==> src/rtl/note_select.sv <==
// Key/octave/mode front end for the synth voice path.
// Debounces raw buttons and emits a registered divider/mode pair.
module note_select #(
  parameter int DEBOUNCE_CYCLES = 100000
) (
  input  logic        clk,
  input  logic        rst,
  input  logic [12:0] keys,
  input  logic        oct_up,
  input  logic        oct_down,
  input  logic        mode_btn,
  output logic [17:0] divider,
  output logic [1:0]  mode,
  output logic        note_on,
  output logic        note_strobe
);

  localparam int CW = (DEBOUNCE_CYCLES > 1) ?
    $clog2(DEBOUNCE_CYCLES) : 1;

  typedef enum logic {IDLE, PLAY} state_t;

  logic [15:0]   raw, s1, s2, prev, deb, agree;
  logic [CW-1:0] cnt;
  logic          tick;

  assign raw   = {mode_btn, oct_down, oct_up, keys};
  assign tick  = (cnt == CW'(DEBOUNCE_CYCLES - 1));
  assign agree = ~(s2 ^ prev);

  always_ff @(posedge clk) begin
    if (rst) begin
      s1   <= '0;
      s2   <= '0;
      prev <= '0;
      deb  <= '0;
      cnt  <= '0;
    end else begin
      s1 <= raw;
      s2 <= s1;
      if (tick) begin
        cnt  <= '0;
        prev <= s2;
        deb  <= (agree & s2) | (~agree & deb);
      end else begin
        cnt <= cnt + CW'(1);
      end
    end
  end

  logic [3:0] win_idx;

  always_comb begin
    win_idx = 4'd0;
    for (int i = 0; i < 13; i++) begin
      if (deb[i]) win_idx = 4'(i);
    end
  end

  logic [2:0] btn_q;
  logic       up_p, dn_p, md_p;
  logic       key_any;
  logic [3:0] key_idx;

  always_ff @(posedge clk) begin
    if (rst) begin
      btn_q   <= '0;
      up_p    <= 1'b0;
      dn_p    <= 1'b0;
      md_p    <= 1'b0;
      key_any <= 1'b0;
      key_idx <= '0;
    end else begin
      btn_q   <= deb[15:13];
      up_p    <= deb[13] & ~btn_q[0];
      dn_p    <= deb[14] & ~btn_q[1];
      md_p    <= deb[15] & ~btn_q[2];
      key_any <= |deb[12:0];
      key_idx <= win_idx;
    end
  end

  logic [2:0] octave;

  always_ff @(posedge clk) begin
    if (rst) begin
      octave <= 3'd4;
      mode   <= 2'd0;
    end else begin
      if (up_p && !dn_p && octave != 3'd6)
        octave <= octave + 3'd1;
      else if (dn_p && !up_p && octave != 3'd2)
        octave <= octave - 3'd1;
      if (md_p) mode <= mode + 2'd1;
    end
  end

  function automatic logic [15:0] base(input logic [3:0] i);
    case (i)
      4'd0:    base = 16'd38223;
      4'd1:    base = 16'd36077;
      4'd2:    base = 16'd34052;
      4'd3:    base = 16'd32141;
      4'd4:    base = 16'd30337;
      4'd5:    base = 16'd28635;
      4'd6:    base = 16'd27028;
      4'd7:    base = 16'd25511;
      4'd8:    base = 16'd24079;
      4'd9:    base = 16'd22727;
      4'd10:   base = 16'd21452;
      4'd11:   base = 16'd20248;
      4'd12:   base = 16'd19111;
      default: base = 16'd38223;
    endcase
  endfunction

  logic [17:0] b18, target;

  assign b18 = {2'b00, base(key_idx)};

  always_comb begin
    case (octave)
      3'd2:    target = b18 << 2;
      3'd3:    target = b18 << 1;
      3'd5:    target = b18 >> 1;
      3'd6:    target = b18 >> 2;
      default: target = b18;
    endcase
  end

  state_t      state, state_d;
  logic [17:0] divider_d;
  logic        note_on_d, strobe_d;

  always_ff @(posedge clk) begin
    if (rst) begin
      state       <= IDLE;
      divider     <= 18'd38223;
      note_on     <= 1'b0;
      note_strobe <= 1'b0;
    end else begin
      state       <= state_d;
      divider     <= divider_d;
      note_on     <= note_on_d;
      note_strobe <= strobe_d;
    end
  end

  always_comb begin
    state_d   = state;
    divider_d = divider;
    note_on_d = 1'b0;
    strobe_d  = 1'b0;
    unique case (state)
      IDLE: begin
        if (key_any) begin
          state_d   = PLAY;
          divider_d = target;
          note_on_d = 1'b1;
          strobe_d  = 1'b1;
        end
      end
      PLAY: begin
        if (!key_any) begin
          state_d = IDLE;
        end else begin
          note_on_d = 1'b1;
          if (target != divider) begin
            divider_d = target;
            strobe_d  = 1'b1;
          end
        end
      end
      default: state_d = IDLE;
    endcase
  end

endmodule

==> config.mk <==
export PLATFORM = sky130hd
export DESIGN_NAME = note_select
export DESIGN_NICKNAME = d
export VERILOG_FILES = /design/src/rtl/note_select.sv
export SDC_FILE = /design/constraint.sdc
export NUM_CORES = 1
export LEC_CHECK = 0
export CORE_MARGIN = 1.5
export CORE_UTILIZATION = 55
export CTS_CLUSTER_SIZE = 10
export DETAILED_ROUTE_END_ITERATION = 6
export PLACE_DENSITY_LB_ADDON = 0.25
export SYNTH_ARGS = -nofsm -noshare
export SYNTH_HDL_FRONTEND = slang
export SYNTH_SLANG_ARGS = --single-unit
==> constraint.sdc <==
create_clock -name clk -period 4.2 [get_ports clk]
set_clock_uncertainty 0.2 [all_clocks]
set_input_delay 0.84 -clock clk [delete_from_list [all_inputs] [get_ports clk]]
set_output_delay 0.84 -clock clk [all_outputs]
set_load 0.1 [all_outputs]
==> results_dict.tcl, run 1 <==
set metrics [dict create \
    min_path_type "reg2reg" \
    synth_edf_count 0 \
    power_density_mw_per_mm2 360 \
    ys_ff_latch 117 \
    finalCritPeriodShare 0.918 \
    final-setup-viol-count 0 \
    m1WireLength_mm 6.65 \
    synthFlopType "dfxtp_1" \
    tightest_slew_ns 1.00 \
    core_mm2 0.0107 \
    post-place-ws_ns 0.391 \
    viasPerCell 6.07 \
    die_h_um 108 \
    boundaryPins 40 \
    cp-start-kind "register" \
    crit_path_top_delay_cell "a221oi_2" \
    cts.clk_slew.worst_paths_ns 0.06 \
    cts_tree "yes" \
    max_freq_ghz 0.259 \
    drt-total-wl_mm 15.7 \
    final_cell_mix "dfxtp_1, nand2_1, a21oi_1" \
    area_growth_pct 17.9 \
    cts_hold_buf 0 \
    num_rows 38 \
    postCtsSetupRepairBufs 0 \
    gp_congestion 0.990 \
    setup_slack_ns 0.344 \
    cp-startpoint "key_idx[0]" \
    synthCells 723 \
    synthDistinctLibCells 85 \
    r2r_slack_ns 0.34 \
    grt_overflow_total 0 \
    initial_core_util 0.562 \
    grt_usage 0.282 \
    fp.dieW_um 108 \
    critPathKind "reg2reg" \
    ctsLongestPathBuffers 2 \
    postLayoutCellArea_mm2 0.00712 \
    crit_fanout 10 \
    total_leakage_power_nw 2.72 \
    cts-resized-gates 0 \
    worst_setup_path_end_kind "register" \
    antenna_found_initial 0 \
    wl_met3_mm 1.23 \
    drc 0 \
    clk_latency_ns 0.53 \
    syn_nets 750 \
    postRouteAntennaNets 0 \
    fin_util 0.662 \
    placed_cell_area_mm2 0.00655 \
    finalHoldViolations 0 \
    syn_area_mm2 0.00604 \
    required_ns 4.38 \
    hpwl_mm 10.8 \
    p_total_mw 2.56 \
    grt_pass1_vias 5108 \
    fin_setup_tns_ns 0 \
    synthArstFlopShare 0 \
    layout_commonest_cell "dfxtp_1" \
    cts_root_buffer "clkbuf_8" \
    wl_per_cell_um 17.2 \
    diodes 0 \
    status "finished clean" \
    place.port_buffers 39 \
    synth_area_per_cell_um2 8.35 \
    grt_max_degree 79 \
    crit_path_end "divider[5]" \
    r2r-end "divider[5]" \
    drt_first_pass_iters 6 \
    crit_path_cell_trace "inv_1, ha_1, and3b_1, a221oi_2, mux2i_1, o21ai_0, o32ai_1, nor4_2, nand4_2, buf_4, a21oi_1, a311oi_1" \
    r2r_start "key_idx[0]" \
    drive_above_1_share 0.103 \
    htree_levels 4 \
    top_layer_used "met4" \
    slew_headroom 0.329 \
    die_area_mm2 0.0116 \
    finalCriticalPeriod_ns 3.86 \
    ys_seq_area_frac 0.388 \
    grt_pass1_wl_mm 25.3 \
    max-vdd-ir-drop_v 0.000376 \
    slowest_delay_ns 0.58 \
    worstRegToRegCells 12 \
    cts_sinks 117 \
    drtIter0Drc 538 \
    cp.arrival_ns 4.03 \
    grt_setup_unrepaired "false" \
    ys_warn_count 0 \
    wl_met2_mm 7.29 \
    final_nets 785 \
    maxSlewViolCount 0 \
    cap_violations 0 \
    cts_buffers 17 \
    vias 5525 \
    hold_depth 1 \
]
==> synth_stat cells (all sizes together) (8+ instances only) <==
master,count,area share
nor2,51,0.032
xor2,14,0.020
buf,21,0.020
nand2b,14,0.015
a21oi,62,0.051
nand3,16,0.013
nor2b,41,0.042
dfxtp,117,0.39
o22ai,8,0.0083
ha,8,0.017
clkbuf,24,0.015
a21o,17,0.021
nor3,30,0.026
xnor2,12,0.017
o21ai,36,0.030
nand2,82,0.051
o211ai,9,0.011
inv,20,0.012
==> critical path, delay by kind of cell, from the launching register on <==
kind | cells | cell delay (ns)
AOI/OAI and AO/OA | 5 | 1.33
muxes | 1 | 0.15
buffers and inverters | 2 | 0.33
DFF | 1 | 0.33
adders and majority gates | 1 | 0.39
and+or+nand+nor | 3 | 0.98
==> per-layer routing <==
metal  track usage  up-vias
li1              -     2667
met1         0.350     2568
met2         0.448      244
met3        0.0787       46
met4         0.139        0
met5             0        -
==> where the power goes <==
group,total (mW),switching [mW],internal (mW)
clock,1.38,0.520,0.858
sequential,1.13,0.00683,1.13
combinational,0.0480,0.0235,0.0245
==> stage by stage <==
step	hold WS, ns	instances
after floorplan	0.167	723
after global placement	0.172	879
after detailed placement	0.178	879
after CTS	0.188	910
after global routing	0.194	910
final	0.182	910
==> worst min-delay path by stage <==
| stage | from | endpoint | slack, ns |
|---|---|---|---|
| after CTS | btn_q[0] | up_p | 0.19 |
| final | btn_q[0] | up_p | 0.18 |
| after global routing | btn_q[0] | up_p | 0.19 |
| after global placement | btn_q[0] | up_p | 0.17 |
| after floorplan | btn_q[1] | dn_p | 0.17 |
| after detailed placement | btn_q[0] | up_p | 0.18 |
==> cells by family after synthesis <==
family	synth area share
AOI/OAI and AO/OA	0.239
buffers and inverters	0.0479
xor gates and xnor gates	0.0377
adders and majority gates	0.0199
muxes	0.0309
and+or+nand+nor	0.237
DFF	0.388
==> final cells by class <==
cell class,instances,area [µm²]
Clock inverter,11,128
Clock buffer,20,435
Sequential cell,117,2340
Timing Repair Buffer,61,553
Inverter,21,78.8
Tap cell,140,175
Fill cell,953,3630
Multi-Input combinational cell,540,3400
Note: power is estimated with default switching activity, not from simulation.
==> inputs of run 2 (changes only) <==
Settings changed: ABC_AREA set to 1.
==> run 2 against run 1 <==
Sequential share of layout area rose by 2.3 points. Final cell count rose by 11%. Worst setup slack improved by 0.26 ns. Global-route usage fell by 2.4 points. Fmax rose by 7.2%. Via count fell by 3.7%. Synthesized area fell by 6.4%. Clock power barely moved.
==> results_dict.tcl, run 2 <==
set metrics [dict create \
    cts_sinks 117 \
    finalCritPeriodShare 0.856 \
    final-setup-viol-count 0 \
    max_freq_ghz 0.278 \
    fin_setup_tns_ns 0 \
    min_path_type "reg2reg" \
    placed_cell_area_mm2 0.00608 \
    synthXorXnorAreaFrac 0.0108 \
    synth_edf_count 0 \
    worst_setup_path_end_kind "register" \
    core_mm2 0.00986 \
    holdWs_ns 0.188 \
    synthFlopType "dfxtp_1" \
    netlist.area_leader.share 0.414 \
    final_cell_mix "nand2_1, inv_1, dfxtp_1" \
    syn_area_mm2 0.00565 \
    synth_top_cell_by_area "dfxtp_1" \
    tightest_slew_ns 0.978 \
    htree_levels 4 \
    layout_commonest_cell "nand2_1" \
    fp.dieW_um 104 \
    ys_seq_area_frac 0.414 \
    crit_path_top_delay_cell "dfxtp_1" \
    cpMostUsedCell "nand2_1" \
    grt_max_degree 67 \
    yosys.area_share.adder 0.0213 \
    area_growth_pct 17.5 \
    max-vdd-ir-drop_v 0.000433 \
    hpwl_mm 9.46 \
    ys_ff_latch 117 \
    total_leakage_power_nw 3.04 \
    cp.arrival_ns 3.80 \
    yosysMostFrequentCell "nand2_1" \
    slew_headroom 0.346 \
    cts_tree "yes" \
    finalCriticalPeriod_ns 3.60 \
    finalHoldViolations 0 \
    postLayoutCellArea_mm2 0.00664 \
    grt_pass1_vias 4902 \
    boundaryPins 40 \
    syn_nets 859 \
    crit_fanout 22 \
    grt_overflow_total 0 \
    die_h_um 104 \
    cts_buffers 17 \
    yosys-mux-area-fraction 0 \
    diodes 0 \
    yosys.area_share.simple 0.343 \
    place.port_buffers 39 \
    grt_pass1_wl_mm 22.5 \
    drc 0 \
    drive_above_1_share 0.0648 \
    postCtsSetupRepairBufs 0 \
    vias 5319 \
    final_cells 1012 \
    gp_congestion 0.948 \
    critPathKind "reg2reg" \
    maxSlewViolCount 0 \
    placedCellCount 980 \
    synthDistinctLibCells 34 \
    power_density_mw_per_mm2 383 \
    slowest_delay_ns 0.60 \
    synthCells 832 \
    clk_latency_ns 0.52 \
    ys_warn_count 0 \
    drtIter0Drc 365 \
    die_area_mm2 0.0109 \
    grt_setup_unrepaired "false" \
    p_total_mw 2.54 \
    grt_usage 0.258 \
    cap_violations 0 \
    cts_hold_buf 0 \
    cp.buffers_inverters 1 \
    required_ns 4.40 \
    cts.clk_slew.worst_paths_ns 0.06 \
    synth_area_per_cell_um2 6.79 \
    final_nets 893 \
    cts-resized-gates 0 \
    drt_first_pass_iters 5 \
    drt-total-wl_mm 13.5 \
    synth_top_family_by_area "simple AND/OR/NAND/NOR gates" \
    antenna_found_initial 0 \
    critPathTopFamily "simple AND/OR/NAND/NOR gates" \
    synthTopCellsByCount "nand2_1, inv_1, dfxtp_1" \
    viasPerCell 5.26 \
    status "finished clean" \
    num_rows 36 \
    postRouteAntennaNets 0 \
    synthArstFlopShare 0 \
    crit_path_cell_trace "inv_1, o21ai_1, nand2_1, nand2_1, nand2_1, nand2_1, nand2_1, nor2_1, nand2_1, nor2_1, nand2_1, nor2_2, nand3_2, nand2_4, nand2_1, nand2_1, nor2_1" \
    cts_root_buffer "clkbuf_8" \
    synth_compound_area_frac 0.0987 \
    yosys-top-cells-area "dfxtp_1, nand2_1, nand3_1, inv_1, nor2_1" \
    ctsLongestPathBuffers 2 \
    cp-start-kind "register" \
    initial_core_util 0.573 \
    wl_per_cell_um 13.3 \
]
[run 2: cells by family after synthesis]
| logic type | after synthesis |
|---|---|
| buffers and inverters | 157 |
| AOI/OAI and AO/OA | 95 |
| DFF | 117 |
| adders and majority gates | 9 |
| and+or+nand+nor | 447 |
| xor gates and xnor gates | 7 |
[run 2: routing by layer]
| metal | global-route usage | part of all wire |
|---|---|---|
| met1 | 0.316 | 0.43 |
| met2 | 0.434 | 0.48 |
| met3 | 0.0482 | 0.058 |
| met4 | 0.127 | 0.032 |
| met5 | 0 | 0 |
[run 2: cell type report]
class                           count  area (µm²)
Fill cell                         850        3220
Sequential cell                   117        2340
Timing Repair Buffer               42         408
Clock inverter                     13         120
Inverter                          130         488
Clock buffer                       19         442
Multi-Input combinational cell    558        2680
Tap cell                          133         166
[run 2: through the flow]
| step | util | setup WS (ns) |
|---|---|---|
| 2_1_floorplan | - | 1.67 |
| 3_3_place_gp | 0.616 | 0.801 |
| 3_5_place_dp | 0.616 | 0.722 |
| 4_1_cts | 0.673 | 0.720 |
| 5_1_grt | 0.673 | 0.221 |
| 6_report | 0.673 | 0.604 |
[run 2: worst paths after layout]
path,from,endpoint,slack (ns),cells after the start
setup / recovery,key_idx[3],divider[11],0.60,17
hold / removal,btn_q[0],up_p,0.19,1
setup reg to reg,key_idx[3],divider[11],0.60,17
hold reg to reg,btn_q[0],up_p,0.19,1
[run 2: worst register-to-register path, stage by stage, from the launching register on]
cell	delay, ns
dfxtp_1	0.60
inv_1	0.33
o21ai_1	0.45
nand2_1	0.28
nand2_1	0.17
nand2_1	0.08
nand2_1	0.06
nand2_1	0.04
nor2_1	0.13
nand2_1	0.07
nor2_1	0.08
nand2_1	0.07
nor2_2	0.11
nand3_2	0.29
nand2_4	0.32
nand2_1	0.08
nand2_1	0.07
nor2_1	0.06
[run 2: where the power goes]
group          internal (mW)  switching, mW
clock                  0.820          0.537
combinational         0.0228         0.0320
sequential              1.13        0.00496
